## config.mk

```make
export PLATFORM = sky130hd
export DESIGN_NAME = key_encoder_flat
export DESIGN_NICKNAME = d
export VERILOG_FILES = /design/src/rtl/key_encoder_if.sv /design/src/rtl/key_encoder.sv /design/src/flat_wrapper.sv
export SDC_FILE = /design/constraint.sdc
export NUM_CORES = 1
export LEC_CHECK = 0
export CAP_MARGIN = 20
export CORE_MARGIN = 3
export CORE_UTILIZATION = 55
export DETAILED_ROUTE_END_ITERATION = 7
export GPL_TIMING_DRIVEN = 0
export HOLD_SLACK_MARGIN = 0.12
export PLACE_DENSITY = 0.73
export SYNTH_ARGS = -nofsm -noshare
export SYNTH_HDL_FRONTEND = slang
export SYNTH_SLANG_ARGS = --single-unit
export TNS_END_PERCENT = 10
```

## constraint.sdc

```tcl
create_clock -name clk -period 2.81 [get_ports clk]
set_input_delay 0.843 -clock clk [delete_from_list [all_inputs] [get_ports clk]]
set_output_delay 0.843 -clock clk [all_outputs]
set_load 0.02 [all_outputs]
```

## src/rtl/key_encoder_if.sv

```systemverilog
// Keypad-to-display bundle: raw key lines toward the encoder, BCD code and latch strobe back out.
interface key_encoder_if;
    logic [9:0] key;
    logic       S0;
    logic       S1;
    logic       S2;
    logic       S3;
    logic       ready;

    // The keypad/display side drives key and observes the code.
    modport master (
        output key,
        input  S0, S1, S2, S3, ready
    );

    // The encoder samples key and drives the code.
    modport slave (
        input  key,
        output S0, S1, S2, S3, ready
    );
endinterface

```

## src/rtl/key_encoder.sv

```systemverilog
// Synchronises and debounces ten decimal keypad lines and emits one BCD code plus a
// single-cycle ready strobe per accepted keypress.
module key_encoder #(
    parameter int DEBOUNCE_CYCLES = 16
) (
    input  logic         clk,
    input  logic         reset_n,
    key_encoder_if.slave bus
);

    localparam int              CNT_W   = $clog2(DEBOUNCE_CYCLES + 1);
    localparam logic [CNT_W-1:0] CNT_MAX = CNT_W'(DEBOUNCE_CYCLES);
    localparam logic [CNT_W-1:0] CNT_ONE = CNT_W'(1);
    localparam logic [9:0]       ONE10   = 10'd1;

    typedef enum logic [2:0] {
        S_IDLE,
        S_DEBOUNCE,
        S_LATCH,
        S_FIRE,
        S_RELEASE
    } state_t;

    logic [9:0]       r_sync_p0;
    logic [9:0]       r_sync_p1;
    state_t           r_state;
    logic [CNT_W-1:0] r_cnt;
    logic [3:0]       r_cand;
    logic [3:0]       r_code;
    logic             r_ready;

    state_t           w_state_nxt;
    logic [CNT_W-1:0] w_cnt_nxt;
    logic [CNT_W-1:0] w_cnt_inc;
    logic [3:0]       w_cand_nxt;
    logic [3:0]       w_code_nxt;
    logic             w_load;
    logic [9:0]       w_ks;
    logic             w_onehot;
    logic             w_is_cand;
    logic [3:0]       w_enc;

    assign w_ks      = r_sync_p1;
    assign w_onehot  = (w_ks != '0) && ((w_ks & (w_ks - 10'd1)) == '0);
    assign w_is_cand = (w_ks == (ONE10 << r_cand));
    assign w_cnt_inc = (r_cnt == CNT_MAX) ? r_cnt : r_cnt + 1'b1;

    always_comb begin
        w_enc = '0;
        for (int i = 0; i < 10; i++) begin
            if (w_ks[i]) w_enc = 4'(i);
        end
    end

    // The code register loads on entry to LATCH so S0..S3 settle a full cycle before ready.
    always_comb begin
        w_state_nxt = r_state;
        w_cnt_nxt   = r_cnt;
        w_cand_nxt  = r_cand;
        w_code_nxt  = r_cand;
        w_load      = 1'b0;
        case (r_state)
            S_IDLE: begin
                w_cnt_nxt = '0;
                if (w_onehot) begin
                    w_cand_nxt = w_enc;
                    w_cnt_nxt  = CNT_ONE;
                    if (CNT_ONE == CNT_MAX) begin
                        w_state_nxt = S_LATCH;
                        w_code_nxt  = w_enc;
                        w_load      = 1'b1;
                    end else begin
                        w_state_nxt = S_DEBOUNCE;
                    end
                end
            end
            S_DEBOUNCE: begin
                if (w_is_cand) begin
                    w_cnt_nxt = w_cnt_inc;
                    if (w_cnt_inc == CNT_MAX) begin
                        w_state_nxt = S_LATCH;
                        w_load      = 1'b1;
                    end
                end else begin
                    w_cnt_nxt   = '0;
                    w_state_nxt = S_IDLE;
                end
            end
            S_LATCH: begin
                w_state_nxt = S_FIRE;
            end
            S_FIRE: begin
                w_cnt_nxt   = '0;
                w_state_nxt = S_RELEASE;
            end
            S_RELEASE: begin
                if (w_ks == '0) begin
                    w_cnt_nxt = w_cnt_inc;
                    if (w_cnt_inc == CNT_MAX) begin
                        w_cnt_nxt   = '0;
                        w_state_nxt = S_IDLE;
                    end
                end else begin
                    w_cnt_nxt = '0;
                end
            end
            default: begin
                w_cnt_nxt   = '0;
                w_state_nxt = S_IDLE;
            end
        endcase
    end

    // Stage p0/p1: two-flop synchroniser; FSM state, counter and registered outputs follow.
    always_ff @(posedge clk or negedge reset_n) begin
        if (!reset_n) begin
            r_sync_p0 <= '0;
            r_sync_p1 <= '0;
            r_state   <= S_IDLE;
            r_cnt     <= '0;
            r_cand    <= '0;
            r_code    <= '0;
            r_ready   <= 1'b0;
        end else begin
            r_sync_p0 <= bus.key;
            r_sync_p1 <= r_sync_p0;
            r_state   <= w_state_nxt;
            r_cnt     <= w_cnt_nxt;
            r_cand    <= w_cand_nxt;
            if (w_load) r_code <= w_code_nxt;
            r_ready   <= (w_state_nxt == S_FIRE);
        end
    end

    assign bus.S0    = r_code[3];
    assign bus.S1    = r_code[2];
    assign bus.S2    = r_code[1];
    assign bus.S3    = r_code[0];
    assign bus.ready = r_ready;

endmodule

```

## src/flat_wrapper.sv

```systemverilog
// flat-port wrapper written by rule: the top's interface ports become plain ports
module key_encoder_flat 
#(
    parameter int DEBOUNCE_CYCLES = 16
)
  (clk, reset_n, bus_key, bus_S0, bus_S1, bus_S2, bus_S3, bus_ready);
  key_encoder_if bus_i ();
  input  logic clk;
  input  logic reset_n;
  input wire logic [$bits(bus_i.key)-1:0] bus_key;
  output wire logic [$bits(bus_i.S0)-1:0] bus_S0;
  output wire logic [$bits(bus_i.S1)-1:0] bus_S1;
  output wire logic [$bits(bus_i.S2)-1:0] bus_S2;
  output wire logic [$bits(bus_i.S3)-1:0] bus_S3;
  output wire logic [$bits(bus_i.ready)-1:0] bus_ready;
  assign bus_i.key = bus_key;
  assign bus_S0 = bus_i.S0;
  assign bus_S1 = bus_i.S1;
  assign bus_S2 = bus_i.S2;
  assign bus_S3 = bus_i.S3;
  assign bus_ready = bus_i.ready;
  key_encoder #(.DEBOUNCE_CYCLES(DEBOUNCE_CYCLES)) u_core (.clk(clk), .reset_n(reset_n), .bus(bus_i));
endmodule
```

==> impl_metrics.prom <==
# TYPE chip_impl_metric gauge
chip_impl_metric{name="crit_buf_inv",unit=""} 1
chip_impl_info{name="cpLargestDelayFamily",value="simple AND/OR/NAND/NOR gates"} 1
chip_impl_metric{name="hold_violations",unit=""} 0
chip_impl_metric{name="max_clock_freq",unit="MHz"} 410
chip_impl_metric{name="fin_worst_skew",unit="ns"} 0.00790
chip_impl_metric{name="avgSynthCellArea",unit="um^2"} 10.9
chip_impl_info{name="criticalPathCategory",value="reg2reg"} 1
chip_impl_info{name="layout.cells.most_common_list",value="dfrtp_1 (37), nor2_1 (15), clkdlybuf4s50_1 (15)"} 1
chip_impl_metric{name="synthToLayoutAreaGrowth",unit="%"} 14.7
chip_impl_metric{name="synth_enable_flop_cells",unit=""} 0
chip_impl_metric{name="post_route_cells_drive_above_1_share",unit="%"} 11.8
chip_impl_metric{name="holdBufCountCts",unit=""} 0
chip_impl_info{name="root_buffer",value="clkbuf_4"} 1
chip_impl_metric{name="drt_pass_1_iters",unit=""} 4
chip_impl_metric{name="initial_core_util",unit="%"} 59.0
chip_impl_metric{name="detail_route.iter0.violations",unit=""} 120
chip_impl_metric{name="finish.cell_count_without_fillers",unit=""} 239
chip_impl_metric{name="clock_path_buffers",unit=""} 2
chip_impl_metric{name="pwr_density_cell",unit="nW/um^2"} 468
chip_impl_metric{name="yosys.cell_types.count",unit=""} 48
chip_impl_metric{name="design.portCount",unit=""} 17
chip_impl_metric{name="ys_warn_count",unit=""} 0
chip_impl_metric{name="ctsResizeCount",unit=""} 0
chip_impl_metric{name="rows",unit=""} 20
chip_impl_metric{name="timing.final.crit_period",unit="ns"} 2.44
chip_impl_metric{name="design_power_total",unit="uW"} 998
chip_impl_info{name="reg2reg_from",value="u_core.r_cand[1]$_DFFE_PN0N_"} 1
chip_impl_metric{name="nets",unit=""} 208
chip_impl_metric{name="grt_max_degree",unit=""} 38
chip_impl_metric{name="mappedNetlistArea",unit="um^2"} 1860
chip_impl_metric{name="coreArea",unit="um^2"} 3150
chip_impl_metric{name="post-route-util",unit="%"} 67.7
chip_impl_metric{name="cpPeakStageDelay",unit="ns"} 0.57
chip_impl_metric{name="max_cap_viol_count",unit=""} 0
chip_impl_metric{name="worst_skew_pair.late_latency",unit="ns"} 0.35
chip_impl_metric{name="worstSetupPathDepth",unit=""} 7
chip_impl_info{name="ys_dominant_reg_cell",value="dfrtp_1"} 1
chip_impl_metric{name="cts.htree.levels",unit=""} 2
chip_impl_metric{name="routed_wire_length_per_instance",unit="um"} 14.9
chip_impl_metric{name="ff2ff_path_depth",unit=""} 7
chip_impl_metric{name="fin_crit_sh",unit="%"} 86.8
chip_impl_metric{name="syn_nets",unit=""} 185
chip_impl_metric{name="worst_setup_hold_path_clk_slew",unit="ns"} 0.12
chip_impl_info{name="grt_setup_unrepaired",value="false"} 1
chip_impl_info{name="path_cells",value="buf_6, and3b_1, a2111oi_4, o311ai_1, nor4_4, nand2_4, mux2_4"} 1
chip_impl_metric{name="number_of_antenna_violations_at_the_first_check_in_global_routing",unit=""} 0
chip_impl_metric{name="worst-slew-pin-transition",unit="ns"} 0.793
chip_impl_metric{name="timing.final.setup_violations",unit=""} 0
chip_impl_info{name="hold_path_startpoint",value="u_core.r_sync_p0[1]$_DFF_PN0_"} 1
chip_impl_info{name="startpoint_type",value="flop"} 1
chip_impl_metric{name="drc_errors",unit=""} 0
chip_impl_metric{name="gpl.final_weighted_congestion",unit=""} 0.870
chip_impl_metric{name="whs_path_depth",unit=""} 0
chip_impl_metric{name="synth-seq-cells",unit=""} 37
chip_impl_metric{name="vdd_drop_max",unit="mV"} 0.372
chip_impl_metric{name="timing.reg2reg.setup_slack",unit="ns"} 0.37
chip_impl_metric{name="y_dimension_of_the_die",unit="um"} 64.2
chip_impl_metric{name="postCtsSetupBuffers",unit=""} 0
chip_impl_info{name="critPathCaptureType",value="flop"} 1
chip_impl_metric{name="crit_arrival",unit="ns"} 2.69
chip_impl_info{name="startpoint",value="u_core.r_cand[1]$_DFFE_PN0N_"} 1
chip_impl_metric{name="die_w",unit="um"} 64.2
chip_impl_metric{name="wirelength",unit="um"} 3550
chip_impl_info{name="cts_tree",value="yes"} 1
chip_impl_metric{name="layout.filler_cells",unit=""} 252
chip_impl_metric{name="regArea",unit="um^2"} 926
chip_impl_metric{name="route.detailed.vias_per_inst",unit=""} 5.85
chip_impl_metric{name="first_global_vias",unit=""} 1359
chip_impl_metric{name="timing.final.max_slew_violations",unit=""} 0
chip_impl_metric{name="grt_overflow",unit=""} 0
chip_impl_metric{name="leakage",unit="nW"} 0.875
chip_impl_info{name="timing.hold.worst.class",value="reg2reg"} 1
chip_impl_metric{name="global_route.usage.total",unit="%"} 19.8
chip_impl_metric{name="area_of_the_die",unit="um^2"} 4120
chip_impl_metric{name="finalSetupTns",unit="ns"} 0
chip_impl_metric{name="dpl.cell_count",unit=""} 231
chip_impl_metric{name="cp_data_required_time",unit="ns"} 3.06
chip_impl_metric{name="synth_seq_area_share",unit="%"} 49.7
chip_impl_metric{name="cells_after_synth",unit=""} 171
chip_impl_metric{name="clock_sinks",unit=""} 37
chip_impl_metric{name="antenna-diode-count",unit=""} 0
chip_impl_metric{name="vias",unit=""} 1399
chip_impl_metric{name="tritoncts.num_buffers",unit=""} 5
chip_impl_info{name="outcome",value="finished clean"} 1
chip_impl_metric{name="fin_hold_ws",unit="ns"} 0.356
chip_impl_metric{name="relative_slew_slack",unit="%"} 47.1
chip_impl_info{name="final_common_cell",value="dfrtp_1"} 1
chip_impl_metric{name="detailed_place_hpwl",unit="um"} 2530
chip_impl_metric{name="critPathMaxFanout",unit=""} 10
chip_impl_metric{name="combined_area_of_the_multi_input_logic_cells",unit="um^2"} 852
chip_impl_metric{name="io_buffers",unit=""} 16
chip_impl_metric{name="global_route_wire_length_before_repair",unit="um"} 6180
chip_impl_metric{name="postRouteAntennaNets",unit=""} 0
chip_impl_info{name="critical_path_top_delay_cell",value="nor4_4"} 1
chip_impl_metric{name="synth_async_sr_flop_share",unit="%"} 100
==> logic make-up (layout without fill, tap and decap cells) <==
kind of cell	Yosys count	in the layout	share of synthesized area [%]
buf+inv	17	41	4.50
compound gates	39	39	16.0
mux	9	9	6.12
flops	37	37	49.7
fa+ha+maj	2	2	1.34
simple gates	64	64	20.9
xor+xnor	3	3	1.41
==> per-layer routing <==
metal / up-vias / track usage, % / part of all wire (%) / wire length, um
li1: 668 / - / - / -
met3: 8 / 5.62 / 5.6 / 200
met2: 48 / 30.6 / 48 / 1710
met1: 675 / 25.0 / 43 / 1540
met4: 0 / 10.6 / 2.8 / 99
met5: - / 0 / 0 / 0
==> path summary, 6_finish.rpt <==
kind                                                 end
max                         u_core.r_code[0]$_DFFE_PN0P_
min                        u_core.r_sync_p1[1]$_DFF_PN0_
max reg2reg                 u_core.r_code[0]$_DFFE_PN0P_
min reg2reg                u_core.r_sync_p1[1]$_DFF_PN0_
max in group asynchronous    u_core.r_cnt[3]$_DFFE_PN0N_
min in group asynchronous   u_core.r_code[2]$_DFFE_PN0P_
==> cells in the mapped netlist, types with 2 or more instances <==
cell,n,share of area [%]
a2111oi_4,2,3.0
a211oi_1,4,1.6
a21oi_1,8,2.2
buf_6,2,1.2
clkbuf_1,4,0.81
dfrtp_1,37,50
ha_1,2,1.3
inv_1,8,1.6
mux2_1,3,1.8
mux2_4,4,3.2
mux2i_1,2,1.1
nand2_1,10,2.0
nand2b_1,3,1.0
nand3_1,4,1.1
nand3b_1,3,1.2
nand4bb_1,2,1.2
nor2_1,15,3.0
nor3_1,9,2.4
nor3b_1,3,1.2
nor4_1,3,1.0
nor4_4,2,2.3
o21a_1,2,0.81
o21ai_0,4,1.1
o21ai_1,6,1.6
o21bai_1,2,0.81
o311ai_1,2,0.94
o32ai_1,2,0.94
xor2_1,3,1.4
==> sequential cells by signal, indices dropped and copies added (netlist names) <==
name,flops
u_core.r_sync_p0,10
u_core.r_sync_p1,10
u_core.r_cnt,5
u_core.r_cand,4
u_core.r_code,4
u_core.r_state,3
u_core.bus.ready,1
==> report_power, final <==
part	total (mW)	switching [mW]	internal, mW
logic	0.133	0.0752	0.0576
registers	0.574	0.0196	0.555
clock network	0.291	0.189	0.102
total	0.998	0.284	0.714
==> area by class of cell <==
cell class,instances,share of cell area [%]
Buffer,8,2.34
Timing Repair Buffer,16,7.27
Sequential cell,37,43.4
Clock buffer,5,1.76
Multi-Input combinational cell,117,39.9
Clock inverter,3,1.17
Tap cell,44,2.58
Inverter,9,1.58
==> stage by stage <==
stage	worst slack, ns	instance area [um^2]
2_1_floorplan	0.619	1860
3_3_place_gp	0.159	2080
3_5_place_dp	0.391	2070
4_1_cts	0.376	2130
5_1_grt	0.241	2130
6_report	0.372	2130
No activity file was read; power rests on OpenSTA's default activity.
